<file path="src/rtl/cnt_wrap_monitor.sv">
// Checker for a mod-N up/down counter: flags illegal steps, pulses tc on wraps
// and keeps a signed wrap accumulator. Define CNT_WRAP_SAT_EN for a saturating accumulator.
module cnt_wrap_monitor #(
  parameter int unsigned CNT_W  = 3,
  parameter int unsigned WRAP_W = 8
) (
  input  logic              clk,
  input  logic              reset,
  input  logic [CNT_W-1:0]  count,
  input  logic [CNT_W-1:0]  n,
  input  logic              ud,
  input  logic              ctr_reset,
  input  logic              clr_fault,
  output logic              tc,
  output logic [WRAP_W-1:0] wraps,
  output logic              step_err,
  output logic              fault,
  output logic              tracking
);

  typedef enum logic [1:0] {
    IDLE  = 2'd0,
    TRACK = 2'd1,
    FAULT = 2'd2
  } state_t;

  state_t              state;
  logic [CNT_W-1:0]    prev;
  logic [CNT_W-1:0]    n_q;
  logic                ud_q;
  logic                rst_q;

  logic [CNT_W-1:0]    n_m1;
  logic [CNT_W-1:0]    expected;
  logic                legal;
  logic                up_wrap;
  logic                dn_wrap;
  logic [WRAP_W-1:0]   wraps_up;
  logic [WRAP_W-1:0]   wraps_dn;

  // Expected next count from the controls the counter used for this step.
  always_comb begin
    n_m1     = n_q - CNT_W'(1);
    expected = '0;
    if (ud_q) begin
      expected = (prev == n_m1) ? '0 : prev + CNT_W'(1);
    end else begin
      expected = (prev == '0) ? n_m1 : prev - CNT_W'(1);
    end
    legal   = (count == expected);
    up_wrap = ud_q  && (prev == n_m1) && (count == '0);
    dn_wrap = !ud_q && (prev == '0)   && (count == n_m1);
  end

  // Next accumulator values for each wrap direction.
  always_comb begin
`ifdef CNT_WRAP_SAT_EN
    wraps_up = (wraps == '1) ? wraps : wraps + WRAP_W'(1);
    wraps_dn = (wraps == '0) ? wraps : wraps - WRAP_W'(1);
`else
    wraps_up = wraps + WRAP_W'(1);
    wraps_dn = wraps - WRAP_W'(1);
`endif
  end

  always_ff @(posedge clk or posedge reset) begin
    if (reset) begin
      state    <= IDLE;
      prev     <= '0;
      n_q      <= '0;
      ud_q     <= 1'b0;
      rst_q    <= 1'b0;
      tc       <= 1'b0;
      wraps    <= '0;
      step_err <= 1'b0;
      fault    <= 1'b0;
      tracking <= 1'b0;
    end else begin
      n_q      <= n;
      ud_q     <= ud;
      rst_q    <= ctr_reset;
      tc       <= 1'b0;
      step_err <= 1'b0;
      case (state)
        IDLE: begin
          // Resync only once the counter is out of reset on both sides of the edge.
          if (!rst_q && !ctr_reset) begin
            prev     <= count;
            state    <= TRACK;
            tracking <= 1'b1;
          end
        end
        TRACK: begin
          if (rst_q) begin
            prev <= count;
          end else if (legal) begin
            prev <= count;
            if (up_wrap) begin
              tc    <= 1'b1;
              wraps <= wraps_up;
            end else if (dn_wrap) begin
              tc    <= 1'b1;
              wraps <= wraps_dn;
            end
          end else begin
            step_err <= 1'b1;
            fault    <= 1'b1;
            state    <= FAULT;
            tracking <= 1'b0;
          end
        end
        FAULT: begin
          if (clr_fault) begin
            fault <= 1'b0;
            state <= IDLE;
          end
        end
        default: begin
          state    <= IDLE;
          tracking <= 1'b0;
        end
      endcase
    end
  end

endmodule

</file>
<file path="config.mk">
export PLATFORM = sky130hd
export DESIGN_NAME = cnt_wrap_monitor
export DESIGN_NICKNAME = d
export VERILOG_FILES = /design/src/rtl/cnt_wrap_monitor.sv
export SDC_FILE = /design/constraint.sdc
export NUM_CORES = 1
export LEC_CHECK = 0
export ABC_AREA = 1
export BUFFER_PORTS_ARGS = -buffer_cell sky130_fd_sc_hd__buf_2
export CAP_MARGIN = 20
export CELL_PAD_IN_SITES_DETAIL_PLACEMENT = 0
export CELL_PAD_IN_SITES_GLOBAL_PLACEMENT = 1
export CORE_UTILIZATION = 30
export CTS_CLUSTER_SIZE = 10
export DETAILED_ROUTE_END_ITERATION = 6
export PLACE_DENSITY = 0.73
export SKIP_CTS_REPAIR_TIMING = 1
export SLEW_MARGIN = 20
export SYNTH_ARGS = -nofsm -noshare
export SYNTH_HDL_FRONTEND = slang
export SYNTH_SLANG_ARGS = --single-unit
</file>
<file path="constraint.sdc">
create_clock -name clk -period 2.45 [get_ports clk]
set_input_delay 0.735 -clock clk [delete_from_list [all_inputs] [get_ports clk]]
set_output_delay 0.735 -clock clk [all_outputs]
set_load 0.02 [all_outputs]
</file>
==> flow_summary.ini <==
[run_status]
status = finished clean

[worst_setup_path]
setup.worst_path.class = reg2reg
critPathLaunchType = register
setup.worst_path.end_class = register
r2r_setup_slack_ps = 90
required_ps = 2610
r2r_end = wraps[7]$_DFFE_PP0P_
r2r_start = n_q[0]$_DFF_PP0_
cp_data_arrival_time_ps = 2510
worstRegToRegCells = 15
crit_fanout = 8

[placed_design]
dp_slack_ps = -197.8
dpl.hpwl_mm = 2.506
place_area_mm2 = 0.001787
gp_congestion = 0.8243
io_buffers = 22
post-place-cells = 289

[logic_synthesis]
syn-num-nets = 216
synth_cell_types = 23
syn_avg_cell_area_um2 = 7.481
yosys.area.top_type = dfrtp_1
synth.area.top_cells = dfrtp_1, nand2_1, ha_1, inv_1, nand3_1
synth_seq_area_share_pct = 37.93
syn_area_mm2 = 0.001451
synth.top_cell.area_share_pct = 37.93
ys_seq_elements = 22
syn_inst = 194
synth.yosys.warnings = 0

[power_and_ir_drop]
cellLeakagePower_nw = 1.093
total_power_mw = 2.528
p_per_area_mw_per_mm2 = 1271
max-vdd-ir-drop_mv = 0.5991

[layout]
fin_nets = 270
fin_area_mm2 = 0.001989
area_growth_pct = 37.07
antenna_cells = 0
drive_gt1_share_pct = 34.41
fillers = 445
instances_no_fill = 299

[sta]
rsz0062_at_grt = yes
setup_viol = 0
timing.final.ws_setup_ps = 93.61
max_clock_freq_ghz = 0.4244
final_hold_viol_count = 0
finClkSkew_ps = 4.246
tightest_slew_ps = 528.0
fin_crit_ps = 2356
relSlewSlack_pct = 64.53
fin_crit_sh_pct = 96.18
drv_slew = 0

[floorplanning]
coreArea_mm2 = 0.004504
dieHeight_um = 71.56
die_x_um = 71.56
rows = 24
die_area_mm2 = 0.005120
io_pins = 23
start_util_pct = 32.22

[clock_tree]
cts_tree = yes
cts_max_level = 1
path_clk_slew_ps = 80
cts_root_buf = clkbuf_8
clock_sinks = 22
cts_buffer_depth = 2
cts_buffers = 3
clk_latency_ps = 260

[detailed_routing]
post_drt_via_cell_ratio = 4.572
drtAntennaViolNets = 0
vias = 1367
drt_iter0_drc = 29
wl_per_cell_um = 11.09
drt_first_pass_iters = 4
wirelength_mm = 3.316
drc = 0

[global_routing]
grt_max_degree = 23
grt-ovfl-total = 0
antenna_found_initial = 0
grt_pass1_vias = 1301
gr-usage-all-layers_pct = 13.84
grt_pass1_wl_mm = 5.623

[job]
cap_viol_max_count = 0

[min_path]
whs_endpoint = fault$_DFFE_PP0P_
min_path_type = reg2reg
min_delay_path_depth = 2
min_from = fault$_DFFE_PP0P_
## placed cells by master (no fill, tap or decap), drive strengths merged, types with 3 or more instances in the layout
| master | n |
|---|---|
| ha | 10 |
| dfrtp | 22 |
| nor2 | 12 |
| xnor2 | 5 |
| inv | 28 |
| xor2 | 3 |
| o21ai | 11 |
| clkbuf | 4 |
| a21oi | 10 |
| nand2 | 68 |
| buf | 50 |
| nand3 | 19 |
## power breakdown
part | internal (mW) | total (mW) | switching [mW]
registers | 0.493 | 0.625 | 0.132
clock network | 0.143 | 0.259 | 0.115
logic | 0.749 | 1.64 | 0.895
## worst max-delay path by stage
stage | slack, ps | endpoint | cells after the start | startpoint
6_report | 90 | wraps[7]$_DFFE_PP0P_ | 15 | n_q[0]$_DFF_PP0_
5_1_grt | -70 | wraps[5]$_DFFE_PP0P_ | 14 | n_q[1]$_DFF_PP0_
4_1_cts | -50 | wraps[7]$_DFFE_PP0P_ | 14 | n_q[0]$_DFF_PP0_
3_5_place_dp | -200 | wraps[7]$_DFFE_PP0P_ | 12 | count[0]
3_3_place_gp | -170 | wraps[6]$_DFFE_PP0P_ | 13 | count[0]
2_1_floorplan | 70 | wraps[6]$_DFFE_PP0P_ | 15 | n_q[0]$_DFF_PP0_
## per-layer routing
| metal | track usage, % | wire, um | vias up |
|---|---|---|---|
| met4 | 5.229 | 57 | 0 |
| met1 | 18.49 | 1589 | 621 |
| met3 | 1.688 | 86 | 5 |
| met5 | 0 | 0 | - |
| met2 | 23.07 | 1584 | 22 |
| li1 | - | - | 719 |
## worst max-delay path, cell delays in order, from the launching register on
cell     delay (ps)
dfrtp_1         360
inv_2            50
ha_4            270
inv_2            40
nand2_2          60
nand2_2          60
nor2_4          130
nand3_4         180
buf_4           200
ha_4            260
a21oi_1          60
o21ai_1         160
a21oi_2          60
a21oi_1         110
o21ai_1         100
xnor2_1         130
## cell type report
class / instances / area [um^2] / area share, %
inverter: 28 / 105.1 / 5.283
multi-input combinational: 143 / 893.4 / 44.91
timing repair buffer: 50 / 320.3 / 16.10
clock buffer: 4 / 55.05 / 2.767
tap: 52 / 65.06 / 3.270
sequential: 22 / 550.5 / 27.67
## registers in the layout, indices dropped and copies added (netlist names), 2 cells and up
| register | cells |
|---|---|
| wraps | 8 |
| n_q | 3 |
| prev | 3 |
| state | 2 |
## through the flow
stage / hold slack [ps] / TNS, ps / util, %
finish: 471.3 / 0 / 44.17
global route: 503.9 / -192.7 / 44.17
CTS: 473.9 / -95.36 / 40.89
detailed placement: 453.3 / -531.9 / 39.67
global placement: 455.3 / -287.1 / 39.67
floorplan: 486.2 / 0 / -
## Yosys cell counts, drive strengths merged
| cell | number |
|---|---|
| a21oi | 10 |
| buf | 1 |
| dfrtp | 22 |
| fa | 1 |
| ha | 10 |
| inv | 28 |
| nand2 | 68 |
| nand3 | 19 |
| nand4 | 1 |
| nor2 | 12 |
| nor3 | 1 |
| o211ai | 1 |
| o21ai | 11 |
| o22ai | 1 |
| xnor2 | 5 |
| xor2 | 3 |
## logic make-up after synthesis
kind of cell,share of synthesized area (%)
and+or+nand+nor,31.47
buffers and inverters,7.586
AOI/OAI and AO/OA,8.190
DFF,37.93
adders and majority gates,10.00
xor gates and xnor gates,4.828
Note: power is estimated with default switching activity, not from simulation.
